### src/rtl/bus_sequencer.sv
// T-step control sequencer for the shared datapath bus: fetch plus one R-format ALU instruction.
// Optional mul/div sequencing (Zlow->LO, Zhigh->HI) is enabled by defining BUS_SEQ_MULDIV_EN.
module bus_sequencer #(
  parameter int MEM_TIMEOUT = 15
) (
  input  logic        clock,
  input  logic        clear,
  input  logic        start,
  input  logic        mem_ready,
  input  logic [31:0] ir,
  output logic [23:0] bus_sel,
  output logic [15:0] reg_in,
  output logic        pc_in,
  output logic        ir_in,
  output logic        mar_in,
  output logic        mdr_in,
  output logic        y_in,
  output logic        z_in,
  output logic        hi_in,
  output logic        lo_in,
  output logic        inc_pc,
  output logic        read,
  output logic [4:0]  alu_op,
  output logic        busy,
  output logic        done,
  output logic        err
);

  // state | meaning
  // IDLE  | waiting for start, all controls quiet
  // T0    | PC -> MAR, Z <= PC+1
  // T1    | Zlow -> PC (first cycle only), memory read until mem_ready or timeout
  // T2    | MDR -> IR
  // T3    | decode; rb -> Y, or abort on illegal opcode
  // T4    | rc (or rb for neg/not) -> ALU, result into Z
  // T5    | Zlow -> ra, or Zlow -> LO for mul/div
  // T6    | Zhigh -> HI (mul/div only)
  typedef enum logic [2:0] {IDLE, T0, T1, T2, T3, T4, T5, T6} state_t;

  localparam logic [7:0] TO_LOAD = 8'(MEM_TIMEOUT - 1);

  state_t     state;
  logic [7:0] wait_cnt;

  logic [4:0] op;
  logic [3:0] ra, rb, rc, src_b;
  logic       op_legal, op_muldiv;
  logic       unused_ir;

  assign op        = ir[31:27];
  assign ra        = ir[26:23];
  assign rb        = ir[22:19];
  assign rc        = ir[18:15];
  assign unused_ir = ^ir[14:0];
  assign src_b     = (op == 5'd9 || op == 5'd10) ? rb : rc;

`ifdef BUS_SEQ_MULDIV_EN
  assign op_muldiv = (op == 5'd11) || (op == 5'd12);
`else
  assign op_muldiv = 1'b0;
`endif
  assign op_legal = (op <= 5'd10) || op_muldiv;

  // wait_cnt counts down the remaining T1 cycles; terminal count at zero aborts the fetch
  always_ff @(posedge clock or posedge clear) begin
    if (clear) begin
      state    <= IDLE;
      wait_cnt <= 8'd0;
      done     <= 1'b0;
      err      <= 1'b0;
    end else begin
      done <= 1'b0;
      err  <= 1'b0;
      case (state)
        IDLE: if (start) state <= T0;
        T0: begin
          state    <= T1;
          wait_cnt <= TO_LOAD;
        end
        T1: begin
          if (mem_ready) begin
            state    <= T2;
            wait_cnt <= 8'd0;
          end else if (wait_cnt == 8'd0) begin
            state <= IDLE;
            err   <= 1'b1;
          end else begin
            wait_cnt <= wait_cnt - 8'd1;
          end
        end
        T2: state <= T3;
        T3: begin
          if (op_legal) begin
            state <= T4;
          end else begin
            state <= IDLE;
            err   <= 1'b1;
          end
        end
        T4: state <= T5;
        T5: begin
          if (op_muldiv) begin
            state <= T6;
          end else begin
            state <= IDLE;
            done  <= 1'b1;
          end
        end
        T6: begin
          state <= IDLE;
          done  <= 1'b1;
        end
        default: state <= IDLE;
      endcase
    end
  end

  always_comb begin
    bus_sel = 24'd0;
    reg_in  = 16'd0;
    pc_in   = 1'b0;
    ir_in   = 1'b0;
    mar_in  = 1'b0;
    mdr_in  = 1'b0;
    y_in    = 1'b0;
    z_in    = 1'b0;
    hi_in   = 1'b0;
    lo_in   = 1'b0;
    inc_pc  = 1'b0;
    read    = 1'b0;
    alu_op  = 5'd0;
    busy    = (state != IDLE);
    case (state)
      T0: begin
        bus_sel[20] = 1'b1;
        mar_in      = 1'b1;
        inc_pc      = 1'b1;
        z_in        = 1'b1;
      end
      T1: begin
        bus_sel[19] = 1'b1;
        read        = 1'b1;
        pc_in       = (wait_cnt == TO_LOAD);
        mdr_in      = mem_ready;
      end
      T2: begin
        bus_sel[21] = 1'b1;
        ir_in       = 1'b1;
      end
      T3: begin
        if (op_legal) begin
          bus_sel[{1'b0, rb}] = 1'b1;
          y_in                = 1'b1;
        end
      end
      T4: begin
        bus_sel[{1'b0, src_b}] = 1'b1;
        alu_op                 = op;
        z_in                   = 1'b1;
      end
      T5: begin
        bus_sel[19] = 1'b1;
`ifdef BUS_SEQ_MULDIV_EN
        if (op_muldiv) lo_in = 1'b1;
        else           reg_in[ra] = 1'b1;
`else
        reg_in[ra] = 1'b1;
`endif
      end
      T6: begin
`ifdef BUS_SEQ_MULDIV_EN
        bus_sel[18] = 1'b1;
        hi_in       = 1'b1;
`endif
      end
      default: ;
    endcase
  end

endmodule

### config.mk
export PLATFORM = sky130hd
export DESIGN_NAME = bus_sequencer
export DESIGN_NICKNAME = d
export VERILOG_FILES = /design/src/rtl/bus_sequencer.sv
export SDC_FILE = /design/constraint.sdc
export NUM_CORES = 1
export LEC_CHECK = 0
export CORE_UTILIZATION = 33
export CTS_BUF_LIST = sky130_fd_sc_hd__clkbuf_16
export DETAILED_ROUTE_END_ITERATION = 8
export GPL_TIMING_DRIVEN = 0
export PLACE_DENSITY = 0.74
export SETUP_SLACK_MARGIN = 0.4
export SLEW_MARGIN = 10
export SYNTH_ARGS = -nofsm -noshare
export SYNTH_HDL_FRONTEND = slang
export SYNTH_SLANG_ARGS = --single-unit
### constraint.sdc
create_clock -name clock -period 1.85 [get_ports clock]
set_input_delay 0.37 -clock clock [delete_from_list [all_inputs] [get_ports clock]]
set_output_delay 0.37 -clock clock [all_outputs]
set_load 0.02 [all_outputs]
==> impl_summary.md <==
Status
The flow ran to the end, but the final reports show violations. The final reports fail on setup timing.

Timing
The number of hold violations in the final report is 0. Setup repair after global routing could not meet its margin everywhere. The top achievable clock speed is 391.1 MHz.

The final period utilization is 1.382. The worst setup slack after layout is -707.1 ps. The clock arrives with 3.880 ps of skew. At the pin with the least slew margin, the transition time is 695.7 ps. The post-layout minimum cycle time is 2557 ps. On the final layout, the worst hold slack is 467.4 ps. The total count of max-transition violations in the final report came to 0. Setup violations remaining at the end of the flow were counted as 56. Headroom to the max-slew limit came out at 0.5362.

Detailed routing
The violation count after the first detailed-routing iteration is 113. The total iterations of the first detailed-routing run is 4. The residual DRC count is 0.

The routed design has 7783 um of wire. Dividing the detail-routed wire length by the instance count gives 20.59 um. Detailed routing inserted a total of 2191 vias.

Dividing the detail-routed via count by the number of cells gives 5.796. In this run the remaining antenna-violating nets after routing total 0.

Place
The count of buffers inserted at the top-level ports is 70. The congestion estimate from routability-driven global placement came to 0.9192. The half-perimeter wire length after detailed placement is 3693 um. The number of placed instances with taps included is 308.

Setup path
The launching instance or port of the critical path is state[0]$_DFFE_PP0P_. The worst setup path category is reg -> out. The worst setup path is launched from a flip-flop. The largest fanout of any net on the critical path is 7. The data required time of the critical path is 1480 ps. The launch point of the worst reg-to-reg path is state[0]$_DFFE_PP0P_.

The element type at the critical path end is an output port. Data on the critical path arrives at its endpoint at 2190 ps.

Cells and area
The layout net count is 367. Counting the fill cells in the layout gives 178. The layout cell share with drive strength beyond 1 is 0.6799. The relative area change from synthesis to final layout is 151.8%.

The number of cells in the finished layout apart from fillers is 378. 0 antenna diodes ended up in the layout.

GRT
The global routing stage identified its most utilized layer as met2. The total overflow reported by the global router is 0. The first global-routing pass estimated 9301 um of wire.

The global-route track usage on met1 is 0.3447. The initial antenna violation count came to 0. For met3 alone, demand over resource in global routing was 0.05000. The overall global routing resource usage is 0.2668. The via count of the first global-routing pass is 1904. For met2 alone, demand over resource in global routing was 0.4522. Entering global routing, the biggest net connects 14 pins.

Die
The overall die height is 68.06 um. In this run the horizontal extent of the chip is 68.06 um. The full die area is 0.004632 mm2. The standard-cell row count is 23. The starting density of the core is 0.3524. The top-level I/O count is 94. The placeable core region is 0.004086 mm2.

Logic synthesis
Of all flip-flops after synthesis, the portion carrying an async set or reset was 1.000. The total of warnings raised by yosys is 0. The number of synthesized flops with an enable pin is 0. The number of instances in the synthesized netlist is 182. The adder-cell share of the synthesized area is 0.01738. The share of synthesized area in the top cell type comes to 0.2259.

Of the post-synthesis cell area, the part taken by muxes is 0.01477. In the post-synthesis netlist, the cell with the most instances is nor2_1. Counting flops and latches in the post-synthesis netlist gives 13. Of the total synthesized cell area, the portion taken by XOR and XNOR cells is 0.006082. The largest family of logic cells by synthesized area is simple AND/OR/NAND/NOR gates. The post-synthesis average cell area is 7.913 um2. Of the total synthesized cell area, the portion taken by AND, OR, NAND and NOR gates is 0.3910. By area the synthesized netlist is led by dfrtp_1, o32ai_1, buf_4, nor2_1, nand2b_1. Of all cell types, the one taking the most synthesized area is dfrtp_1. The portion of the post-synthesis area used by sequential elements is 0.2259. The most used flip-flop cell after synthesis is dfrtp_1.

The area fraction in compound gates after synthesis was 0.2459. Counting instances in the post-synthesis netlist gives the leading cell types as nor2_1, nand2_1, dfrtp_1. After synthesis the cells add up to 0.001440 mm2. Synthesis instantiated 51 different standard cells from the library.

Pwr
In this run the static leakage power is 1.487 nW. Summing internal, switching and leakage power gives 0.004131 W. The total power per unit cell area is 1139 mW/mm2.

VDD sags by at most 0.001281 V.

Clock network
The clock drives 13 sinks. For the worst-skew pair, the clock arrives at the later sink with an insertion delay of 250 ps. The library cell used as clock root buffer is clkbuf_16. The maximum clock path buffer count is 2.

Buffers inserted to repair hold after CTS numbered 0. The clock tree from TritonCTS is built. Clock tree synthesis inserted a total of 3 buffers. The clock input transition at the sequential cells of the worst setup and hold paths is 50 ps. In this run the number of H-tree levels came out at 1.

Worst hold path
The class of the worst hold path is in -> async.

Run
The number of maximum-capacitance violations is 0.
[metrics by stage]
step	TNS [ps]	setup WS, ps	util	cell area, um2
4_1_cts	-14250	-670.5	0.7789	3183
3_3_place_gp	-36340	-1277	0.6366	2601
3_5_place_dp	-37260	-1330	0.6366	2601
2_1_floorplan	-5546	-372.3	-	1838
6_report	-17210	-707.1	0.8873	3626
5_1_grt	-19310	-775.4	0.8873	3626
[critical path: stages, from the launching register on]
cell and delay (ps):
dfrtp_1 380, buf_6 130, or3b_4 400, a211oi_4 240, a31oi_4 120, buf_4 200, o32ai_2 250, buf_4 200
[routing by layer]
metal  part of all wire  wire, um  up-vias
met4              0.031       240        0
met5                  0         0        -
met3              0.069       537       28
met1               0.38      2945     1080
met2               0.52      4060      128
li1                   -         -      955
[final timing paths]
kind / end / slack [ps] / cells past startpoint
setup / recovery: bus_sel[14] / -710 / 7
hold / removal: state[0]$_DFFE_PP0P_ / 470 / 2
setup reg to reg: state[0]$_DFFE_PP0P_ / -110 / 9
hold reg to reg: wait_cnt[1]$_DFFE_PP0P_ / 600 / 1
max in group asynchronous: wait_cnt[4]$_DFFE_PP0P_ / 970 / 2
min in group clock: wait_cnt[1]$_DFFE_PP0P_ / 600 / 1
[flip-flops by register name, summed over array words and instances (netlist names)]
register / cells
err: 1
wait_cnt: 8
state: 3
done: 1
[repair_timing]
item	CTS	global route
setup endpoints to repair	63	61
gates resized for setup	327	66
pin swaps	18	23
buffers inserted	33	32
gates cloned	1	0
[report_power, final]
part	switching (W)	internal [W]
sequential	0.000115	0.000381
combinational	0.00152	0.00169
clock	0.000139	0.000287
total	0.00178	0.00235
[cell type report]
cell class                 instances  area [um2]  area share
inverter                           6       30.03    0.008282
multi-input combinational        152        1590      0.4386
buffer                            17       172.7     0.04762
clock buffer                       3       75.07     0.02070
tap                               50       62.56     0.01725
clock inverter                     1       3.754    0.001035
timing repair buffer             136        1361      0.3754
sequential                        13       330.3     0.09110
[cells in the final DEF (no fill, tap or decap), drive strengths merged, types with 4 or more instances in the layout]
| master | netlist | final |
|---|---|---|
| a21oi | 4 | 4 |
| and3 | 5 | 5 |
| buf | 12 | 127 |
| clkbuf | 5 | 8 |
| clkdlybuf4s50 | 0 | 10 |
| conb | 1 | 7 |
| dfrtp | 13 | 13 |
| dlygate4sd2 | 0 | 8 |
| inv | 6 | 7 |
| nand2 | 15 | 15 |
| nand2b | 10 | 10 |
| nand3 | 6 | 6 |
| nand4b | 5 | 5 |
| nor2 | 18 | 18 |
| nor3 | 5 | 5 |
| nor3b | 5 | 5 |
| o21ai | 7 | 7 |
| o31ai | 7 | 7 |
| o32ai | 9 | 9 |
| or2 | 6 | 6 |
[cells by family (layout without fill, tap and decap cells)]
kind of cell | Yosys count | count (layout)
and+or+nand+nor | 97 | 97
AOI/OAI and AO/OA | 43 | 43
buffers and inverters | 23 | 163
DFF | 13 | 13
adders and majority gates | 2 | 2
muxes | 2 | 2
other | 1 | 7
xor gates and xnor gates | 1 | 1
(Power assumes the default switching activity.)
==> variant 1, RTL diff (same settings) <==
Put one more register stage on the output `err`, without a reset. The value now appears one clock later. The other outputs are not delayed to match.
--- a/src/rtl/bus_sequencer.sv
+++ b/src/rtl/bus_sequencer.sv
@@ -39,6 +39,8 @@
 
   localparam logic [7:0] TO_LOAD = 8'(MEM_TIMEOUT - 1);
 
+  logic err_s0;
+
   state_t     state;
   logic [7:0] wait_cnt;
 
@@ -67,10 +69,10 @@
       state    <= IDLE;
       wait_cnt <= 8'd0;
       done     <= 1'b0;
-      err      <= 1'b0;
+      err_s0   <= 1'b0;
     end else begin
       done <= 1'b0;
-      err  <= 1'b0;
+      err_s0 <= 1'b0;
       case (state)
         IDLE: if (start) state <= T0;
         T0: begin
@@ -83,7 +85,7 @@
             wait_cnt <= 8'd0;
           end else if (wait_cnt == 8'd0) begin
             state <= IDLE;
-            err   <= 1'b1;
+            err_s0 <= 1'b1;
           end else begin
             wait_cnt <= wait_cnt - 8'd1;
           end
@@ -94,7 +96,7 @@
             state <= T4;
           end else begin
             state <= IDLE;
-            err   <= 1'b1;
+            err_s0 <= 1'b1;
           end
         end
         T4: state <= T5;
@@ -177,5 +179,9 @@
     endcase
   end
 
+  always_ff @(posedge clock) begin
+    err <= err_s0;
+  end
+
 endmodule
 
Formal check against the unedited RTL: not equivalent (a bounded check fails within 10 cycles, from zero or initial values).
==> variant 1 against the unedited design <==
The run ends with design-rule violations, negative setup slack left; sequential cell count up 1; power up 9.9%; utilization up 1.9 points; final cell count up 9.8%; synthesized area up 8.3%; cell area up 11%; worst setup slack better by 0.22 ns; routed wire length up 28%; sequential share of layout area down 0.50 points; critical endpoint is now pc_in; largest cell class unchanged.
==> variant 1: results (changes against the unedited design) <==
<table>
<tr><th>Metric</th><th>Value</th></tr>
<tr><th colspan="2">Place</th></tr>
<tr><td>Setup Slack @ Placement</td><td>-1.36 ns (-0.0333 ns)</td></tr>
<tr><td>Hpwl dp</td><td>3630 um (-1.6%)</td></tr>
<tr><td>Number of placed cells counting well taps</td><td>335 (+8.8%)</td></tr>
<tr><th colspan="2">Route</th></tr>
<tr><td>Met3 routed WL</td><td>916 um (+71%)</td></tr>
<tr><td>Initial drt markers</td><td>224 (+98%)</td></tr>
<tr><td>Remaining DRCs</td><td>16 (+16)</td></tr>
<tr><td>Via count of the routed design</td><td>2,560 (+17%)</td></tr>
<tr><td>Met2 WL</td><td>4990 um (+23%)</td></tr>
<tr><td>Routed wirelength normalized by instance count</td><td>24.1 um (+17%)</td></tr>
<tr><th colspan="2">Timing</th></tr>
<tr><td>Setup-failing EPs final</td><td>54 (-3.6%)</td></tr>
<tr><td>Post-route setup TNS</td><td>-15.77 ns (+1.44 ns)</td></tr>
<tr><td>Final Worst Setup Slack</td><td>-0.482 ns (+0.225 ns)</td></tr>
<tr><th colspan="2">Layout</th></tr>
<tr><td>Non-clock inverter count in the final layout</td><td>10 (+4)</td></tr>
<tr><td>ClkCell Share</td><td>0.0196 (-0.00216)</td></tr>
<tr><td>Multi-input combinational gate total</td><td>171 (+13%)</td></tr>
<tr><td>Number of fill cells in the layout</td><td>158 (-11%)</td></tr>
<tr><td>Fraction of standard cell area in multi-input logic</td><td>0.444 (+0.00517)</td></tr>
<tr><th colspan="2">Synth</th></tr>
<tr><td>Leading cell types by count after synthesis</td><td>23 x sky130_fd_sc_hd__nor2_1, 20 x sky130_fd_sc_hd__nand2_1, 13 x sky130_fd_sc_hd__dfrtp_1, 13 x sky130_fd_sc_hd__nand2b_1, 12 x sky130_fd_sc_hd__a21oi_1</td></tr>
<tr><td>Post-synthesis share of cell area spent on full adders, half adders and majority gates</td><td>0.0160 (-0.00134)</td></tr>
<tr><td>Sequential fraction of the synthesis area</td><td>0.221 (-0.00456)</td></tr>
<tr><th colspan="2">GRT</th></tr>
<tr><td>Grt met3 use</td><td>0.0670 (+0.0170)</td></tr>
<tr><th colspan="2">Pwr</th></tr>
<tr><td>Worst-case vdd ir drop</td><td>1100 uV (-14%)</td></tr>
<tr><td>Seq pwr</td><td>515 uW (+4.0%)</td></tr>
<tr><td>Internal Power</td><td>2560 uW (+8.9%)</td></tr>
<tr><td>Leakage power</td><td>0.00184 uW (+23%)</td></tr>
<tr><th colspan="2">Status</th></tr>
<tr><td>Status</td><td>complete, but fails checks</td></tr>
<tr><td>Failing checks</td><td>design-rule violations, negative setup slack</td></tr>
<tr><th colspan="2">Critical path</th></tr>
<tr><td>Startpoint of the worst-slack reg-to-reg timing path</td><td>state[2]</td></tr>
<tr><th colspan="2">Clock tree</th></tr>
<tr><td>Number of cells upsized or downsized after cts</td><td>388 (+19%)</td></tr>
</table>
==> variant 1: cell types whose count changed in the layout (fill, tap and decap cells not counted), sizes merged, moves of 5 or more <==
cell	change
or2	-5
nor2	+5
o32ai	-7
a32o	+6
mux2i	+8
o31ai	-6
a21oi	+8
buf	+17
clkdlybuf4s50	-5
nand2	+6
nor2b	+5
==> variant 1: cell families (layout without fill, tap and decap cells) <==
family                     count (synthesis)  in the layout
and+or+nand+nor                          101            101
AOI/OAI and AO/OA                         47             47
buffers and inverters                     27            178
DFF                                       14             14
muxes                                     12             12
adders and majority gates                  2              2
xor gates and xnor gates                   2              2
other                                      1              7
==> variant 1: final timing paths <==
kind	cells past startpoint	to	slack [ns]
worst max-delay path	8	pc_in	-0.48
worst min-delay path	0	err	0.39
worst max register to register	10	wait_cnt[5]	-0.20
worst min register to register	0	err	0.39
max in group asynchronous	2	wait_cnt[4]	0.96
min in group asynchronous	2	wait_cnt[0]	0.49
==> variant 2, RTL diff (same flow settings) <==
Without the edit above. `MEM_TIMEOUT`: 15 -> 8.
--- a/src/rtl/bus_sequencer.sv
+++ b/src/rtl/bus_sequencer.sv
@@ -1,7 +1,7 @@
 // T-step control sequencer for the shared datapath bus: fetch plus one R-format ALU instruction.
 // Optional mul/div sequencing (Zlow->LO, Zhigh->HI) is enabled by defining BUS_SEQ_MULDIV_EN.
 module bus_sequencer #(
-  parameter int MEM_TIMEOUT = 15
+  parameter int MEM_TIMEOUT = 8
 ) (
   input  logic        clock,
   input  logic        clear,
Function: no difference found for any inputs over 10 cycles, from zero or initial values; that may be too few to reach the edited logic, so the function may still have changed.
==> variant 2 against the unedited design <==
The flow still finishes with violations (negative setup slack); worst setup slack improved by 0.25 ns; synthesized area increased by 3.0%; die area increased by 2.9%; routed wire length increased by 13%; power increased by 21%; count of clock-buffer cells in the layout unchanged; sequential cell count unchanged; cell area increased by 8.1%; critical path type unchanged; largest cell class unchanged.
==> variant 2: results (changes against the unedited design) <==
<table>
<tr><th>Metric</th><th>Value</th></tr>
<tr><th colspan="2">Status</th></tr>
<tr><td>Status</td><td>complete, but fails checks</td></tr>
<tr><td>Failing checks</td><td>negative setup slack</td></tr>
<tr><th colspan="2">Layout</th></tr>
<tr><td>Proportion of cell area occupied by registers</td><td>0.0833 (-0.00782)</td></tr>
<tr><td>Fin nets</td><td>389 (+6.0%)</td></tr>
<tr><td>Fraction of layout cells with a size suffix above 1</td><td>0.740 (+0.0601)</td></tr>
<tr><td>Multi-input gate area in the final layout</td><td>0.00188 mm2 (+18%)</td></tr>
<tr><td>Fraction of standard cell area in multi-input logic</td><td>0.478 (+0.0397)</td></tr>
<tr><td>Final cell count without fillers</td><td>402 (+6.3%)</td></tr>
<tr><td>Non-CTS buffers</td><td>155 (+1.3%)</td></tr>
<tr><th colspan="2">Critical path</th></tr>
<tr><td>Startpoint of the worst-slack reg-to-reg timing path</td><td>state[2]</td></tr>
<tr><td>Crit path max-delay cell type</td><td>sky130_fd_sc_hd__dfrtp_1</td></tr>
<tr><td>Largest driver fanout on the critical path</td><td>5 (-2)</td></tr>
<tr><th colspan="2">GRT</th></tr>
<tr><td>First-pass GRT wire length</td><td>10,700 um (+15%)</td></tr>
<tr><th colspan="2">Timing</th></tr>
<tr><td>Setup-failing EPs final</td><td>55 (-1.8%)</td></tr>
<tr><td>Pin slew with the least headroom to its limit</td><td>0.844 ns (+0.148 ns)</td></tr>
<tr><td>Post-route setup TNS</td><td>-14.46 ns (+2.75 ns)</td></tr>
<tr><td>Final Worst Setup Slack</td><td>-0.454 ns (+0.253 ns)</td></tr>
<tr><td>Worst clock skew</td><td>0.0107 ns (+0.00684 ns)</td></tr>
<tr><th colspan="2">Place</th></tr>
<tr><td>Quantity of I/O buffers inserted on ports</td><td>71 (+1.4%)</td></tr>
<tr><td>Hpwl dp</td><td>3780 um (+2.4%)</td></tr>
<tr><td>Setup Slack @ Placement</td><td>-1.69 ns (-0.362 ns)</td></tr>
<tr><td>Number of placed cells counting well taps</td><td>331 (+7.5%)</td></tr>
<tr><th colspan="2">Route</th></tr>
<tr><td>Initial drt markers</td><td>269 (+140%)</td></tr>
<tr><th colspan="2">Synth</th></tr>
<tr><td>Area fraction in compound gates after synthesis</td><td>0.258 (+0.0121)</td></tr>
<tr><td>Share of cell area taken by muxes after synthesis</td><td>0.0405 (+0.0257)</td></tr>
<tr><td>Syn_area_per_cell</td><td>7.35 um2 (-7.2%)</td></tr>
<tr><th colspan="2">Floorplan</th></tr>
<tr><td># rows</td><td>24 (+4.3%)</td></tr>
<tr><th colspan="2">Pwr</th></tr>
<tr><td>Leakage power</td><td>0.00166 uW (+12%)</td></tr>
</table>
variant 2: changes by cell type after synthesis, sizes merged, moves of 4 or more:
| cell | before | now |
|---|---|---|
| and2 | 3 | 8 |
| mux2i | 1 | 6 |
| o31ai | 7 | 1 |
| nor2 | 18 | 23 |
| inv | 6 | 10 |
| nand4b | 5 | 0 |
| o22ai | 3 | 13 |
| nor3 | 5 | 14 |
| o32ai | 9 | 4 |
| and3 | 5 | 1 |
| or2 | 6 | 0 |
variant 2: repair_timing:
action	in CTS	in global routing
resized for setup	405	48
pin swaps	36	20
setup endpoints to repair	63	61
buffers inserted	37	30
variant 2: routing by layer:
layer	vias up	share of wire	wire length [um]	track usage
li1	1023	-	-	-
met1	1176	0.38	3370	0.335
met2	170	0.51	4480	0.482
met3	51	0.069	609	0.0351
met4	0	0.042	372	0.0680
met5	-	0	0	0
variant 2: where the power goes:
group / switching (uW) / internal, uW / total, uW
logic: 2010 / 1990 / 4000
registers: 155 / 416 / 571
clock network: 140 / 286 / 427
